**src/rtl/rr_arb_8t1_32_if.sv**
```systemverilog
// Bundle of the requester side and the result side of the round-robin arbiter.
// Valid/ready rule: a word moves only in a cycle where valid and ready are both 1.
// Valid never waits on ready. A source keeps its word stable until that transfer happens.
`timescale 1ns/1ps
interface rr_arb_8t1_32_if #(
  parameter int WIDTH = 32
);
  logic [7:0]         req_valid;
  logic [8*WIDTH-1:0] req_data;
  logic [7:0]         req_ready;
  logic [2:0]         sel;
  logic               out_valid;
  logic [WIDTH-1:0]   out_data;
  logic [2:0]         out_src;
  logic               out_ready;

  modport master (
    output req_valid, req_data, out_ready,
    input  req_ready, sel, out_valid, out_data, out_src
  );

  modport slave (
    input  req_valid, req_data, out_ready,
    output req_ready, sel, out_valid, out_data, out_src
  );
endinterface

```
**src/rtl/rr_arb_8t1_32.sv**
```systemverilog
// Round-robin arbiter: eight 32-bit requesters share one registered result port.
// The winner's word goes through an 8:1 mux into a single-entry valid/ready output stage.
`timescale 1ns/1ps
module mux_8t1_32 (
  input  logic [255:0] din,
  input  logic [2:0]   sel,
  output logic [31:0]  dout
);
  assign dout = din[32*sel +: 32];
endmodule

module rr_arb_8t1_32 #(
  parameter int          WIDTH    = 32,
  parameter logic [2:0]  PTR_INIT = 3'd0
) (
  input logic             clk,
  input logic             rst,
  rr_arb_8t1_32_if.slave  bus
);
  logic [2:0]       ptr;
  logic [2:0]       winner;
  logic             found;
  logic             any_req;
  logic             load;
  logic             grant;
  logic [2:0]       sel_c;
  logic [WIDTH-1:0] mux_out;
  logic             out_valid_q;
  logic [WIDTH-1:0] out_data_q;
  logic [2:0]       out_src_q;

  assign any_req = |bus.req_valid;
  assign load    = !out_valid_q || bus.out_ready;
  // While rst is asserted no transfer may be offered even though load is 1.
  assign grant   = load && any_req && !rst;

  // Rotating priority search that starts at ptr.
  always_comb begin
    found  = 1'b0;
    winner = ptr;
    for (int k = 0; k < 8; k++) begin
      if (!found && bus.req_valid[ptr + 3'(k)]) begin
        found  = 1'b1;
        winner = ptr + 3'(k);
      end
    end
  end

  assign sel_c = (any_req && !rst) ? winner : ptr;

  mux_8t1_32 u_mux (
    .din  (bus.req_data),
    .sel  (sel_c),
    .dout (mux_out)
  );

  always_ff @(posedge clk or posedge rst) begin
    if (rst) begin
      ptr         <= PTR_INIT;
      out_valid_q <= 1'b0;
      out_data_q  <= '0;
      out_src_q   <= 3'd0;
    end else if (grant) begin
      ptr         <= winner + 3'd1;
      out_valid_q <= 1'b1;
      out_data_q  <= mux_out;
      out_src_q   <= winner;
    end else if (load) begin
      out_valid_q <= 1'b0;
    end
  end

  assign bus.req_ready = grant ? (8'd1 << winner) : 8'd0;
  assign bus.sel       = sel_c;
  assign bus.out_valid = out_valid_q;
  assign bus.out_data  = out_data_q;
  assign bus.out_src   = out_src_q;
endmodule

```
**src/flat_wrapper.sv**
```systemverilog
// flat-port wrapper written by rule: the top's interface ports become plain ports
module rr_arb_8t1_32_flat 
#(
  parameter int          WIDTH    = 32,
  parameter logic [2:0]  PTR_INIT = 3'd0
)
  (clk, rst, bus_req_valid, bus_req_data, bus_out_ready, bus_req_ready, bus_sel, bus_out_valid, bus_out_data, bus_out_src);
  rr_arb_8t1_32_if #(.WIDTH(WIDTH)) bus_i ();
  input logic clk;
  input logic rst;
  input wire logic [$bits(bus_i.req_valid)-1:0] bus_req_valid;
  input wire logic [$bits(bus_i.req_data)-1:0] bus_req_data;
  input wire logic [$bits(bus_i.out_ready)-1:0] bus_out_ready;
  output wire logic [$bits(bus_i.req_ready)-1:0] bus_req_ready;
  output wire logic [$bits(bus_i.sel)-1:0] bus_sel;
  output wire logic [$bits(bus_i.out_valid)-1:0] bus_out_valid;
  output wire logic [$bits(bus_i.out_data)-1:0] bus_out_data;
  output wire logic [$bits(bus_i.out_src)-1:0] bus_out_src;
  assign bus_i.req_valid = bus_req_valid;
  assign bus_i.req_data = bus_req_data;
  assign bus_i.out_ready = bus_out_ready;
  assign bus_req_ready = bus_i.req_ready;
  assign bus_sel = bus_i.sel;
  assign bus_out_valid = bus_i.out_valid;
  assign bus_out_data = bus_i.out_data;
  assign bus_out_src = bus_i.out_src;
  rr_arb_8t1_32 #(.WIDTH(WIDTH), .PTR_INIT(PTR_INIT)) u_core (.clk(clk), .rst(rst), .bus(bus_i));
endmodule
```
**config.mk**
```make
export PLATFORM = sky130hd
export DESIGN_NAME = rr_arb_8t1_32_flat
export DESIGN_NICKNAME = d
export VERILOG_FILES = /design/src/rtl/rr_arb_8t1_32_if.sv /design/src/rtl/rr_arb_8t1_32.sv /design/src/flat_wrapper.sv
export SDC_FILE = /design/constraint.sdc
export NUM_CORES = 1
export LEC_CHECK = 0
export BUFFER_PORTS_ARGS = -buffer_cell sky130_fd_sc_hd__buf_2
export CAP_MARGIN = 20
export CORE_AREA = 2 2 123 125
export DETAILED_ROUTE_END_ITERATION = 10
export DIE_AREA = 0 0 125 127
export GPL_TIMING_DRIVEN = 0
export HOLD_SLACK_MARGIN = 0.12
export PLACE_DENSITY = 0.66
export SYNTH_ARGS = -nofsm -noshare
export SYNTH_HDL_FRONTEND = slang
export SYNTH_HIERARCHICAL = 1
export SYNTH_SLANG_ARGS = --single-unit
```
**constraint.sdc**
```tcl
create_clock -name clk -period 10.9 [get_ports clk]
set_input_delay 1.09 -clock clk [delete_from_list [all_inputs] [get_ports clk]]
set_output_delay 1.09 -clock clk [all_outputs]
set_load 0.005 [all_outputs]
```
# After elaboration in Yosys (flattened, before gate mapping)
# Index checks and enable logic that the tools add are counted.
[word_totals] ff_bits=39 inputBits=267 output_inout_bits=47 word_cells=78
[classes] addsub=8 order_cmp=8 shifts=2 muxes=34 n_reduce_logical=22
[ops] cell="256-bit by 9-bit indexed part select with 32-bit output" count=1
[ops] cell="3-bit by 4-bit < comparator with 1-bit output, second input constant" count=8
[ops] cell="1-bit binary-select mux with 3-bit select" count=8
[ops] cell="3-bit two-way mux" count=8
[ops] cell="1-bit two-way mux" count=17
[ops] cell="3-bit adder, second input constant" count=4
[ops] cell="1-bit logical AND" count=10
[ops] cell="1-bit zero test" count=9
[ops] cell="8-bit two-way mux" count=1
[ops] cell="8-bit OR reduction" count=1
[ops] cell="1-bit by 3-bit left shift with 8-bit output, first input constant" count=1
[ops] cell="3-bit by 1-bit adder with 3-bit output, second input constant" count=2
[ops] cell="3-bit by 2-bit adder with 3-bit output, second input constant" count=2
[ops] cell="2-bit nonzero test" count=1
[ops] cell="1-bit logical OR" count=1

# Logic depth before layout (Yosys ltp)
[logic_depth] depth_word=26 ltp_mapped=19 depth_no_buf=13

# Modules after synthesis
# Netlist, hierarchy kept.
[by_module_without_submodules] module="rr_arb_8t1_32" n_inst=1 cells_per_inst=294 area_per_inst_um2=2531.2 seq_area_each_um2=975.9
[by_module_without_submodules] module="mux_8t1_32" n_inst=1 cells_per_inst=114 area_per_inst_um2=2073.2 seq_area_each_um2=0.0

# Worst setup path after synthesis
# No wires, ideal clock.
[synth_path] path_kind="flip-flop to output port" start="register u_core.ptr[0]" end="output bus_req_ready[7]" arrival_time_ns=3.386 required_time_ns=9.810 path_slack_ns=6.424 path_stages_with_launch=16 path_buffers=3 cell_sequence="dfrtp_1 -> buf_6 -> buf_6 -> inv_1 -> ha_1 -> buf_2 -> mux4_1 -> mux2_2 -> o21bai_1 -> a21o_1 -> a31o_2 -> xnor2_1 -> inv_1 -> ha_1 -> ha_1 -> and3_1"
[synth_via] elab_chain_len=26 elab_cells_between_ends=53 cone_classes="7 x add/sub; 1 x shift; 31 x mux; 14 x reduce/logical"
[synth_rtl] element="start, declared" line="rr_arb_8t1_32.sv:20" source="logic [2:0] ptr;"
[synth_rtl] element="start signal, assigned" line="rr_arb_8t1_32.sv:64" source="ptr <= winner + 3'd1;"
[synth_rtl] element="branches (longest 23 deep; another with 3-bit by 1-bit adder with 3-bit output)"
[synth_rtl] element="3-bit two-way mux *" line="rr_arb_8t1_32.sv:42" source="if (!found && bus.req_valid[ptr + 3'(k)]) begin"
[synth_rtl] element="via u_core.winner[0]" line="rr_arb_8t1_32.sv:21" source="logic [2:0] winner;"
[synth_rtl] element="1-bit by 3-bit left shift with 8-bit output *" line="rr_arb_8t1_32.sv:73" source="assign bus.req_ready = grant ? (8'd1 << winner) : 8'd0;"
[synth_rtl] element="8-bit two-way mux *" line="rr_arb_8t1_32.sv:73"
[synth_rtl] element="end, declared" line="flat_wrapper.sv:14" source="output wire logic [$bits(bus_i.req_ready)-1:0] bus_req_ready;"
# Mark *: on every way through the listed nets, which the timed path passes. The select of a mux whose other input is x is not followed.

# Worst setup path in the final report
# Same ends and word-level chain as after synthesis.

==> out/results.tsv <==
stage	metric	value	unit
status	status	finished, final reports clean	
die	Die Ht	127	um
grt	global route overflow	0	
synthesis	Post-Synth Adder-Cell Area	1.90	%
critical_path	CP Cell Sequence	buf_6 > buf_6 > inv_1 > ha_1 > buf_2 > buf_2 > mux4_1 > mux2_2 > o311ai_0 > o211ai_1 > a31oi_1 > nor2b_1 > ha_1 > ha_1 > and3_1 > buf_2	
clocking	TritonCTS clock tree	yes	
synthesis	Post-Syn Instances	408	
sta	Slew HR	43.6	%
grt	initial antenna violation count	2	
synthesis	xor/xnor share of the synthesized area	1.33	%
cells_and_area	Nets	1002	
critical_path	Critical Path Slowest Stage Cell	mux4_1	
place	PortBufs	313	
synthesis	simple-gate share of the synthesized area	14.4	%
synthesis	number of flops mapped to enable cells by yosys	0	
grt	largest net degree at the start of global routing	41	
cells_and_area	filler cell count	1420	
sta	Clock Skew	4.35	ps
die	core area	14400	um^2
critical_path	crit start category	flop	
drt	final wirelength	17.7	mm
synthesis	main combinational cell family by area after synthesis	multiplexers	
critical_path	slowest stage delay, CP	450	ps
sta	Period minus WS final	5270	ps
sta	Setup TNS	0	ps
drt	DR pass1 iterations	4	
synthesis	Synth async-reset ratio	100	%
min_path	Hold Path Class	flop to flop	
drt	residual DRC count	0	
critical_path	Worst EP required	9810	ps
synthesis	Syn. warnings	6	
cells_and_area	antenna cells	0	
clocking	clk sink count	39	
clocking	post-cts sizing count	0	
cells_and_area	fraction of layout cells with a size suffix above 1	56.0	%
synthesis	Distinct cells, synth	46	
place	routability cong.	0.863	
sta	Hold WS	469	ps
synthesis	syn_area_per_cell	11.3	um^2
drt	initial drt markers	308	
clocking	clock slew at reported path FFs	60	ps
synthesis	complex-gate fraction of the synthesized area	5.79	%
power	Pleak	3.34	nW
drt	total number of vias	4731	
die	Die X	125	um
place	hpwl dp	14.8	mm
cells_and_area	most common cell after layout, fill and taps aside	buf_2	
grt	vias in the first global route	4761	
sta	Final setup viols	0	
die	die area	15900	um^2
clocking	Longest Clk Path Bufs	2	
critical_path	crit path max fanout	10	
synthesis	Cell Area, Synth	4600	um^2
clocking	H-tree Lvls	2	
synthesis	post-synthesis sequential area ratio	21.2	%
cells_and_area	area delta synth->final	42.8	%
sta	unrepaired setup endpoints after global routing	no	
critical_path	CP Buf/Inv Count	6	
grt	GR peak layer	met2	
sta	Slew Limit Fails	0	
die	io pins	314	
drt	drt wl/cell	19.4	um
clocking	clk_lat worst skew	280	ps
synthesis	mux contribution to synthesized area	50.5	%
drt	Via density	5.18	
grt	first-pass GRT wire length	26.4	mm
grt	met3 Use GR	5.49	%
drt	antenna viol nets, final	0	
run	maxcap violations	0	
critical_path	Crit. End Element	primary output	
clocking	Root Buffer	clkbuf_16	
sta	slew at the pin with the worst max-slew slack	845	ps
synthesis	synthesized flop and latch total	39	
power	peak supply drop	132	uV
critical_path	CP Data Arrival Time	4180	ps
synthesis	Synth Flop Type	dfrtp_1	
clocking	hold bufs inserted after CTS	0	
sta	Tcrit/Tclk final	48.4	%
die	row cnt	44	
synthesis	Synth Net Count	682	
clocking	Post CTS Setup Buffer Count	0	
grt	Tot GR Track Use	21.5	%
sta	final hold vios	0	
power	pwr/cell area	356	nW/um^2
sta	Fmax	0.190	GHz
clocking	CTS Buf Count	5	
place	Inst Count DP	905	
critical_path	cell family with most CP delay	buffers and inverters	
critical_path	Crit Path Class	flop to primary output	
cells_and_area	most frequent cells in the layout	buf_2, nand2_1, mux4_1	
die	Initial Util	31.9	%
grt	GR Util met1	26.1	%
cells_and_area	Non-Filler Instances	913	
grt	met2 Use GR	39.3	%
## synth_stat cells, drive strengths merged, types with 3 or more instances
cell / instances / share of area [%]
nand2: 123 / 10
mux4: 74 / 40
dfrtp: 39 / 21
mux2: 38 / 9.3
buf: 23 / 3.5
o21ai: 12 / 1.5
clkbuf: 10 / 0.82
inv: 8 / 0.65
nor2: 8 / 0.65
ha: 7 / 1.9
nand2b: 7 / 0.95
nor2b: 7 / 0.95
mux2i: 6 / 1.3
a21oi: 4 / 0.43
xnor2: 4 / 0.76
and2: 3 / 0.41
nor3: 3 / 0.33
xor2: 3 / 0.57
## power breakdown
group          switching [mW]  internal [mW]  total, mW
Combinational           0.908           1.01       1.91
Clock                  0.0571          0.114      0.171
Sequential             0.0401          0.217      0.257
## final timing paths
check	startpoint	endpoint	slack (ps)	depth (start not counted)
setup reg to reg	u_core/ptr[0]$_DFFE_PP0P_	u_core/bus.out_data[19]$_DFFE_PP0P_	5650	19
hold reg to reg	u_core/bus.out_data[3]$_DFFE_PP0P_	u_core/bus.out_data[3]$_DFFE_PP0P_	470	2
hold / removal	u_core/bus.out_data[3]$_DFFE_PP0P_	u_core/bus.out_data[3]$_DFFE_PP0P_	470	2
setup / recovery	u_core/ptr[0]$_DFFE_PP0P_	bus_req_ready[7]	5630	16
min in group asynchronous	rst	u_core/bus.out_data[31]$_DFFE_PP0P_	1000	2
max in group asynchronous	rst	u_core/bus.out_data[5]$_DFFE_PP0P_	9360	2
## flip-flops by register name, indices dropped and copies added, names as in the netlist
register	count
u_core/bus.out_src	3
u_core/bus.out_valid	1
u_core/ptr	3
u_core/bus.out_data	32
## layer usage
metal,share of wire (%),routed length (um)
met5,0.14,24
met4,0.96,169
met3,6.9,1220
met2,52,9200
met1,40,7060
## logic make-up after synthesis
kind of cell,count (synthesis)
XOR/XNOR,7
flip-flops,39
AO/OA/AOI/OAI,38
buffers and inverters,41
AND/OR/NAND/NOR,158
multiplexers,118
adder cells (fa/ha/maj),7
## final cells by class
| class | count | area, um^2 | share of cell area, % |
|---|---|---|---|
| repair buffers | 313 | 1570 | 23.8 |
| flip-flops and latches | 39 | 976 | 14.8 |
| clock buffers | 6 | 139 | 2.11 |
| plain buffers | 33 | 198 | 3.01 |
| multi-input cells | 328 | 3400 | 51.7 |
| well taps | 184 | 230 | 3.50 |
| inverters | 8 | 30.0 | 0.457 |
| clock inverters | 2 | 35.0 | 0.533 |
## tightest hold or removal path, cell delays in order (launching register included)
cell and delay (ps):
dfrtp_1 330, nand2_1 50, nand2_1 60
## per-stage QoR
| step | setup slack (ps) | area (um^2) | total power [mW] | util [%] |
|---|---|---|---|---|
| 3_3_place_gp | 5620 | 6400 | 2.17 | 44.4 |
| 2_1_floorplan | 6420 | 4600 | 1.68 | - |
| 4_1_cts | 5630 | 6580 | 2.37 | 45.6 |
| 5_1_grt | 5220 | 6580 | 2.54 | 45.6 |
| 6_report | 5630 | 6580 | 2.34 | 45.6 |
| 3_5_place_dp | 5630 | 6400 | 2.19 | 44.4 |
(Power assumes the default switching activity.)
